**config.mk**
```make
export PLATFORM = sky130hd
export DESIGN_NAME = button_debounce_bank
export DESIGN_NICKNAME = d
export VERILOG_FILES = /design/src/rtl/button_debounce_bank_pkg.sv /design/src/rtl/button_debounce_bank_channel.sv /design/src/rtl/button_debounce_bank.sv
export SDC_FILE = /design/constraint.sdc
export NUM_CORES = 1
export LEC_CHECK = 0
export ABC_AREA = 1
export CELL_PAD_IN_SITES_DETAIL_PLACEMENT = 1
export CELL_PAD_IN_SITES_GLOBAL_PLACEMENT = 2
export CORE_ASPECT_RATIO = 1.25
export CORE_MARGIN = 3
export CORE_UTILIZATION = 37
export CTS_CLUSTER_SIZE = 30
export DETAILED_ROUTE_END_ITERATION = 8
export HOLD_SLACK_MARGIN = 0.06
export PLACE_DENSITY = 0.89
export SYNTH_ARGS = -nofsm -noshare
export SYNTH_HDL_FRONTEND = slang
export SYNTH_SLANG_ARGS = --single-unit
```
**constraint.sdc**
```tcl
create_clock -name CLK -period 1.9 [get_ports CLK]
set_input_delay 0.38 -clock CLK [delete_from_list [all_inputs] [get_ports CLK]]
set_output_delay 0.38 -clock CLK [all_outputs]
set_load 0.05 [all_outputs]
```
**src/rtl/button_debounce_bank_pkg.sv**
```systemverilog
// button_debounce_bank_pkg: board timing constants shared by the board top and the debounce bank.
package button_debounce_bank_pkg;
   localparam int CLK_HZ            = 16_000_000;
   localparam int DEBOUNCE_MS       = 1;
   localparam int DEBOUNCE_CYC_DFLT = CLK_HZ / 1000 * DEBOUNCE_MS;
endpackage

```
**src/rtl/button_debounce_bank_channel.sv**
```systemverilog
// debounce_channel: one button -- two-flop synchroniser, stability counter, level and press/release pulses.
module debounce_channel
   import button_debounce_bank_pkg::*;
#(
   parameter int DEBOUNCE_CYC = DEBOUNCE_CYC_DFLT,
   parameter int CNT_W        = 16,
   parameter int ACTIVE_LOW   = 1
) (
   input  logic i_clk,
   input  logic i_rst_n,
   input  logic i_raw,
   output logic o_level,
   output logic o_press,
   output logic o_release,
   output logic o_press_nxt
);
   localparam logic             P_INACT = (ACTIVE_LOW != 0);
   localparam logic [CNT_W-1:0] P_LAST  = CNT_W'(DEBOUNCE_CYC - 1);
   logic             r_sync1, r_sync2, r_level, r_press, r_release;
   logic [CNT_W-1:0] r_cnt;
   logic             w_log, w_diff, w_take;
   assign w_log       = r_sync2 ^ P_INACT;
   assign w_diff      = w_log != r_level;
   assign w_take      = w_diff && (r_cnt == P_LAST);
   assign o_press_nxt = w_take & w_log;
   assign o_level     = r_level;
   assign o_press     = r_press;
   assign o_release   = r_release;
   // a bounce back to the accepted level clears the count, so only a continuous run is accepted
   always_ff @(posedge i_clk or negedge i_rst_n) begin
      if (!i_rst_n) begin
         r_sync1   <= P_INACT;
         r_sync2   <= P_INACT;
         r_cnt     <= '0;
         r_level   <= 1'b0;
         r_press   <= 1'b0;
         r_release <= 1'b0;
      end else begin
         r_sync1   <= i_raw;
         r_sync2   <= r_sync1;
         r_cnt     <= (w_diff && !w_take) ? r_cnt + CNT_W'(1) : '0;
         r_level   <= w_take ? w_log : r_level;
         r_press   <= w_take & w_log;
         r_release <= w_take & ~w_log;
      end
   end
endmodule

```
**src/rtl/button_debounce_bank.sv**
```systemverilog
// button_debounce_bank: N_CH independent debounced pushbuttons with level, press/release pulses and any_press.
module button_debounce_bank
   import button_debounce_bank_pkg::*;
#(
   parameter int N_CH         = 4,
   parameter int DEBOUNCE_CYC = DEBOUNCE_CYC_DFLT,
   parameter int CNT_W        = 16,
   parameter int ACTIVE_LOW   = 1
) (
   input  logic            CLK,
   input  logic            RST_N,
   input  logic [N_CH-1:0] btn_raw,
   output logic [N_CH-1:0] btn_level,
   output logic [N_CH-1:0] btn_press,
   output logic [N_CH-1:0] btn_release,
   output logic            any_press
);
   logic [N_CH-1:0] w_press_nxt;
   logic            r_any;
   if (DEBOUNCE_CYC < 1 || DEBOUNCE_CYC > (2**CNT_W) - 1) begin : g_bad_cfg
      $error("button_debounce_bank: DEBOUNCE_CYC out of range for CNT_W");
   end
   for (genvar i = 0; i < N_CH; i++) begin : g_ch
      debounce_channel #(
         .DEBOUNCE_CYC (DEBOUNCE_CYC),
         .CNT_W        (CNT_W),
         .ACTIVE_LOW   (ACTIVE_LOW)
      ) u_ch (
         .i_clk       (CLK),
         .i_rst_n     (RST_N),
         .i_raw       (btn_raw[i]),
         .o_level     (btn_level[i]),
         .o_press     (btn_press[i]),
         .o_release   (btn_release[i]),
         .o_press_nxt (w_press_nxt[i])
      );
   end
   // registered from the channels' next-press terms so it lines up with btn_press
   always_ff @(posedge CLK or negedge RST_N) begin
      if (!RST_N) r_any <= 1'b0;
      else        r_any <= |w_press_nxt;
   end
   assign any_press = r_any;
endmodule

```
# ---- After elaboration in Yosys (flattened, before gate mapping)
# Cells that the tools add are included.
dict set report op_classes {
  n_addsub 4
  eq_ne 8
  mux 4
  bitwise_logic 12
  n_reduce_logical 13
}
# cell count
set ops {}
lappend ops {{$add 16x1->16 const B} 4}
lappend ops {{$eq 16x14->1 const B} 4}
lappend ops {{$mux 16} 4}
lappend ops {{$and 1x1->1} 8}
lappend ops {{$logic_and 1x1->1} 8}
lappend ops {{$logic_not 1->1} 4}
lappend ops {{$ne 1x1->1} 4}
lappend ops {{$not 1->1} 4}
lappend ops {{$reduce_or 4->1} 1}
dict set report word_totals {
  register_bits 85
  in_bits 6
}

# ---- Longest topological paths before layout
# Gate-level depths: netlist of run 1.
dict set report logic_depth {
  depth_word 6
  ltp_mapped 8
}

# ---- Modules after synthesis
# From an unflattened synthesis of run 1, not the netlist that was laid out.
dict set report unflattened {
  hier_cells 532
  hier_area_um2 4515.6
}
# module n_inst cells_each area_each_um2
set by_module_without_submodules {}
lappend by_module_without_submodules {debounce_channel 4 132 1119.8}
lappend by_module_without_submodules {button_debounce_bank 1 4 36.3}

# ---- Worst setup path after synthesis of run 1
# Ideal clock, no wire load.
dict set report synth_timing {
  kind {register to register}
  start {register g_ch[2].u_ch.r_cnt[0]}
  end {register g_ch[2].u_ch.r_cnt[5]}
  setup_time_ns 0.120
  t_arrival_ns 1.244
  required_time_ns 1.780
  path_slack_ns 0.536
  path_stages_with_launch 8
  n_path_buf 1
  synth_period_minus_slack_ns 1.364
  path_cell_list {dfrtp_1 ha_1 nand3_2 nor2_2 nand2_2 o21ai_4 buf_6 nor2_1}
}
dict set report synth_between {
  elab_chain_cells 5
  elab_cells_between_ends 6
  cone_classes {add/sub (1); eq/ne (1); mux (1); reduce/logical (3)}
}
# item line_no
set synth_lines {}
lappend synth_lines {{start, declared} button_debounce_bank_channel.sv:20} ;# logic [CNT_W-1:0] r_cnt;
lappend synth_lines {{start signal, assigned} button_debounce_bank_channel.sv:41} ;# r_cnt <= (w_diff && !w_take) ? r_cnt + CNT_W'(1) : '0;
lappend synth_lines {{branches (longest 4 deep; another with $add 16x1->16)} --}
lappend synth_lines {{$mux 16 *} button_debounce_bank_channel.sv:41}
# Every way passes the cells marked *.
# A chain may end at the register's enable or synchronous reset.

# ---- Worst setup path after layout of run 1
dict set report layout_timing {
  start {register g_ch[3].u_ch.r_release}
  end {output btn_release[3]}
}
# item line_no
set layout_rtl {}
lappend layout_rtl {{start, declared} button_debounce_bank_channel.sv:19} ;# logic r_sync1, r_sync2, r_level, r_press, r_release;
lappend layout_rtl {{start signal, assigned} button_debounce_bank_channel.sv:44} ;# r_release <= w_take & ~w_log;
lappend layout_rtl {{end, declared} button_debounce_bank.sv:15} ;# output logic [N_CH-1:0] btn_release,
# No word-level cell between the ends.

==> impl_metrics.py, run 1 <==
metrics = {
    "run": {
        "maxCapViolations": 0,
    },
    "detailed_routing": {
        "wl_met3_um": 254,
        "vias": 3264,
        "ant_nets": 0,
        "viasPerCell": 4.78,
        "drt-total-wl_um": 9320,
        "drtIter0Drc": 115,
        "routedWlPerCell_um": 13.6,
        "met2_length_um": 4700,
        "firstDrtPassIters": 4,
        "top_layer": "met4",
        "met1Wirelength_um": 4220,
        "drc": 0,
    },
    "setup_path": {
        "startpoint_type": "flip-flop",
        "cp_slowest_cell": "clkdlybuf4s50_1",
        "worstSetupEndpointType": "output port",
        "path_buf_inv": 1,
        "timing.critical_path.arrival_ps": 1470,
        "crit_chain": "clkdlybuf4s50_1",
        "crit_fanout": 1,
        "crit_required_ps": 1520,
        "crit_type": "flip-flop to output port",
        "max_stage_delay_ps": 800,
        "cpLargestDelayFamily": "buffers and inverters",
    },
    "logic_synthesis": {
        "yosys_warnings": 0,
        "yosysSeqAreaShare": 0.501,
        "synth-seq-cells": 85,
        "syn_area_sq_um": 4270,
        "synth.distinct_cells": 23,
        "syn_inst": 527,
        "avgSynthCellArea_sq_um": 8.10,
        "syn-num-nets": 537,
    },
    "floorplan": {
        "die_area_sq_um": 12900,
        "fp.dieH_um": 126,
        "io_pins": 19,
        "start_util": 0.381,
        "die_x_um": 102,
        "core_sq_um": 11200,
        "std_cell_rows": 43,
    },
    "global_routing": {
        "grt_pass1_wl_um": 16600,
        "grt_max_degree": 32,
        "grtUsageTotal": 0.163,
        "grt_pass1_vias": 3527,
        "antenna_found_initial": 0,
        "gr-total-overflow": 0,
    },
    "timing": {
        "finalHoldViolCount": 0,
        "tightestPinTransition_ps": 505,
        "relSlewSlack": 0.663,
        "setup-violations-final": 0,
        "rsz0062_at_grt": "false",
        "tns_ps": 0,
        "post-route-min-period_ps": 1850,
        "slew_violations": 0,
        "fmax_mhz": 540,
        "final.period_utilization": 0.975,
        "finClkSkew_ps": 8.11,
    },
    "layout": {
        "layout-drive-gt1-share": 0.0766,
        "area_growth_pct": 12.5,
        "fill_cells": 1377,
        "fin_nets": 553,
        "fin_area_sq_um": 4800,
        "mostFrequentLayoutCells": "137 x nor2_1, 117 x nand2_1, 77 x dfrtp_1",
        "final_common_cell": "nor2_1",
        "diodes": 0,
    },
    "power_and_ir_drop": {
        "p_leak_uw": 0.00221,
        "ir_worst_vdd_uv": 399,
        "power_per_cell_area_nw_per_um2": 774,
    },
    "clocking": {
        "postCtsHoldBufs": 1,
        "clk_pin_slew_ps": 60,
        "tritoncts": "yes",
        "htreeDepth": 3,
        "clk_path_buf_depth": 2,
        "postCtsSetupBuffers": 0,
        "clkLatencyLatePin_ps": 340,
        "cts_inserted_buffers": 9,
        "clock_sinks": 85,
        "root_buffer": "clkbuf_16",
        "postCtsResizedCells": 0,
    },
    "placed_design": {
        "post_dp_cell_area_sq_um": 4510,
        "port_buffers": 18,
        "dpl.hpwl_um": 7000,
        "gp_congestion": 0.791,
    },
    "outcome": {
        "outcome": "completed",
    },
    "hold_path": {
        "min_path_type": "flip-flop to flip-flop",
    },
}
[layer usage]
layer,track usage,up-vias
met5,0,-
met4,0.0602,0
met3,0.0366,10
met2,0.277,27
met1,0.200,1587
li1,-,1640
[where the power goes]
group / internal, uW / switching [uW]
sequential: 1850 / 24.8
combinational: 45.5 / 86.7
clock: 1020 / 692
[worst reg2reg max path: cells and delay by family (launching register included)]
| kind | cells | cell delay, ps |
|---|---|---|
| and+or+nand+nor | 4 | 570 |
| DFF | 1 | 380 |
| AOI/OAI and AO/OA | 1 | 200 |
| adders and majority gates | 1 | 270 |
[through the flow]
step / instances / utilization / total power, uW / hold slack, ps / worst slack [ps]
3_3_place_gp: 666 / 0.403 / 2030 / 326 / 428
3_5_place_dp: 666 / 0.403 / 2040 / 326 / 330
2_1_floorplan: 527 / - / 1970 / 84.4 / 536
4_1_cts: 683 / 0.429 / 3780 / 361 / 21.0
6_report: 683 / 0.429 / 3710 / 359 / 47.6
5_1_grt: 683 / 0.429 / 3870 / 365 / 10.6
[logic make-up after synthesis]
family / count (synthesis) / synth area share
xor+xnor: 34 / 0.0698
simple gates: 319 / 0.313
compound gates: 14 / 0.0249
flops: 85 / 0.501
fa+ha+maj: 4 / 0.0117
buf+inv: 71 / 0.0801
[synth_stat cells, drive strengths merged]
library cell | number | area [sq um]
nand3 | 37 | 205
dfstp | 8 | 210
ha | 4 | 50.1
a21oi | 2 | 10.0
nor3 | 8 | 45.0
nand2 | 122 | 475
o21bai | 1 | 7.51
xor2 | 28 | 245
nor2 | 139 | 527
o21ai | 11 | 88.8
xnor2 | 6 | 52.6
dfrtp | 77 | 1930
buf | 16 | 135
and2 | 2 | 12.5
nand4 | 11 | 68.8
inv | 55 | 206
[flip-flops by register name, indices dropped and copies added, names as in the netlist]
name                 flops
g_ch.u_ch.r_sync2        4
any_press                1
g_ch.u_ch.o_level        4
g_ch.u_ch.r_cnt         64
g_ch.u_ch.o_release      4
g_ch.u_ch.o_press        4
g_ch.u_ch.r_sync1        4
[layout make-up]
| cell class | count | area, sq um | share of cell area |
|---|---|---|---|
| Clock buffer | 13 | 240 | 0.0501 |
| Clock inverter | 3 | 40.0 | 0.00834 |
| Inverter | 55 | 206 | 0.0430 |
| Multi-Input combinational cell | 371 | 1790 | 0.373 |
| Sequential cell | 85 | 2140 | 0.445 |
| Tap cell | 135 | 169 | 0.0352 |
| Timing Repair Buffer | 21 | 218 | 0.0454 |
[final timing paths]
path	from	end	slack, ps	cells after the start
setup reg to reg	g_ch[2].u_ch.r_cnt[0]	g_ch[2].u_ch.r_cnt[12]	350	6
hold reg to reg	g_ch[3].u_ch.r_sync1	g_ch[3].u_ch.r_sync2	360	0
setup / recovery	g_ch[3].u_ch.o_release	btn_release[3]	50	1
min in group asynchronous	RST_N	g_ch[3].u_ch.r_cnt[15]	500	2
max in group asynchronous	RST_N	g_ch[1].u_ch.r_sync2	840	3
hold / removal	g_ch[3].u_ch.r_sync1	g_ch[3].u_ch.r_sync2	360	0
(Power assumes the default switching activity.)
==> inputs of run 2 (changes only) <==
==> constraint.sdc (replaced) <==
create_clock -name CLK -period 1.9 [get_ports CLK]
set_input_delay 0.38 -clock CLK [delete_from_list [all_inputs] [get_ports CLK]]
set_output_delay 0.38 -clock CLK [all_outputs]
set_load 0.1 [all_outputs]
==> impl_metrics.py, run 2 (synthesis gave the netlist of run 1 again) <==
metrics = {
    "outcome": {
        "outcome": "completed",
    },
    "layout": {
        "multiInputGateArea_sq_um": 1790,
        "fin_area_sq_um": 4860,
        "largest_reg_flops": 64,
        "stdcell_count": 681,
        "final_common_cell": "nor2_1",
        "diodes": 0,
        "area_growth_pct": 14.0,
        "layout-drive-gt1-share": 0.0971,
        "mostFrequentLayoutCells": "137 x nor2_1, 117 x nand2_1, 77 x dfrtp_1",
        "fill_cells": 1381,
        "seqCellArea_sq_um": 2140,
        "top_register": "g_ch.u_ch.r_cnt",
        "fin_nets": 551,
    },
    "placed_design": {
        "dpl.cell_count": 665,
        "dpl.hpwl_um": 6920,
        "gp_congestion": 0.775,
        "post_dp_cell_area_sq_um": 4520,
        "port_buffers": 18,
        "pre_cts_ws_ps": 326,
    },
    "floorplan": {
        "io_pins": 19,
        "die_area_sq_um": 12900,
        "die_x_um": 102,
        "core_sq_um": 11200,
        "std_cell_rows": 43,
        "fp.dieH_um": 126,
        "start_util": 0.381,
    },
    "timing": {
        "relSlewSlack": 0.681,
        "tightestPinTransition_ps": 477,
        "finClkSkew_ps": 4.40,
        "final.period_utilization": 0.817,
        "post-route-min-period_ps": 1550,
        "rsz0062_at_grt": "false",
        "finalWorstSetupSlack_ps": 348,
        "tns_ps": 0,
        "fmax_mhz": 644,
        "slew_violations": 0,
        "finalHoldViolCount": 0,
        "setup-violations-final": 0,
    },
    "setup_path": {
        "crit_chain": "ha_1 -> nand3_2 -> nor2_2 -> nand2_2 -> o21ai_4 -> nor2_1",
        "crit_fanout": 16,
        "startpoint_type": "flip-flop",
        "timing.critical_path.arrival_ps": 1760,
        "cp_slowest_cell": "dfrtp_1",
        "ff2ff_setup_slack_ps": 350,
        "max_stage_delay_ps": 400,
        "crit_required_ps": 2100,
        "path_buf_inv": 0,
        "worstSetupEndpointType": "flip-flop",
        "cpLargestDelayFamily": "simple AND/OR/NAND/NOR gates",
        "crit_type": "flip-flop to flip-flop",
    },
    "clocking": {
        "clk_pin_slew_ps": 60,
        "clock_sinks": 85,
        "cts_inserted_buffers": 9,
        "clkLatencyLatePin_ps": 340,
        "tritoncts": "yes",
        "postCtsSetupBuffers": 0,
        "postCtsHoldBufs": 0,
        "htreeDepth": 3,
        "postCtsResizedCells": 0,
        "clk_path_buf_depth": 2,
        "root_buffer": "clkbuf_16",
    },
    "global_routing": {
        "grtUsageMet1": 0.208,
        "met3_usage": 0.0266,
        "busiest_layer": "met2",
        "grt_pass1_vias": 3709,
        "grtUsageTotal": 0.167,
        "grt_max_degree": 86,
        "met2_usage": 0.285,
        "gr-total-overflow": 0,
        "grt_pass1_wl_um": 17200,
        "antenna_found_initial": 0,
    },
    "detailed_routing": {
        "drtIter0Drc": 57,
        "firstDrtPassIters": 4,
        "drc": 0,
        "vias": 3298,
        "viasPerCell": 4.84,
        "drt-total-wl_um": 9620,
        "ant_nets": 0,
        "routedWlPerCell_um": 14.1,
    },
    "hold_path": {
        "min_path_type": "input pin to asynchronous set/reset pin",
    },
    "run": {
        "maxCapViolations": 0,
    },
    "power_and_ir_drop": {
        "p_leak_uw": 0.00225,
        "power_uw": 4070,
        "power_per_cell_area_nw_per_um2": 837,
        "ir_worst_vdd_uv": 505,
    },
}
==> run 2: cell type report <==
cell class	instances	area share
clock inverter	5	0.0219
tap	135	0.0347
timing repair buffer	19	0.0442
sequential	85	0.439
inverter	55	0.0424
multi-input combinational	371	0.368
clock buffer	11	0.0499
==> run 2: worst paths after layout <==
check	start	to	cells past startpoint
setup / recovery	g_ch[2].u_ch.r_cnt[0]	g_ch[2].u_ch.r_cnt[12]	6
hold / removal	RST_N	g_ch[3].u_ch.r_cnt[8]	2
setup reg to reg	g_ch[2].u_ch.r_cnt[0]	g_ch[2].u_ch.r_cnt[12]	6
hold reg to reg	g_ch[3].u_ch.r_sync1	g_ch[3].u_ch.r_sync2	0
max in group asynchronous	RST_N	g_ch[3].u_ch.r_sync1	2
min in group CLK	g_ch[3].u_ch.r_sync1	g_ch[3].u_ch.r_sync2	0
==> run 2: routing by layer <==
layer,wire length (um),vias to the layer above
met5,0,-
met4,204,0
met3,180,14
met2,4920,30
met1,4310,1601
li1,-,1653
==> run 2: worst register-to-register path, delay by kind of cell, from the launching register on <==
family	cells	cell delay, ps
adder cells (fa/ha/maj)	1	270
flip-flops	1	400
AO/OA/AOI/OAI	1	200
AND/OR/NAND/NOR	4	550
==> run 2: report_power, final <==
part / internal (uW) / switching [uW] / leakage (uW) / total, uW
combinational: 39.9 / 85.3 / 0.000937 / 125
clock: 1330 / 748 / 0.000166 / 2070
sequential: 1850 / 25.8 / 0.00115 / 1870
total: 3210 / 859 / 0.00225 / 4070
==> run 2: metrics by stage <==
stage	util	hold WS [ps]
final	0.435	55.2
after global routing	0.435	94.5
after CTS	0.435	92.6
after detailed placement	0.404	350
after global placement	0.404	350
after floorplan	-	84.4
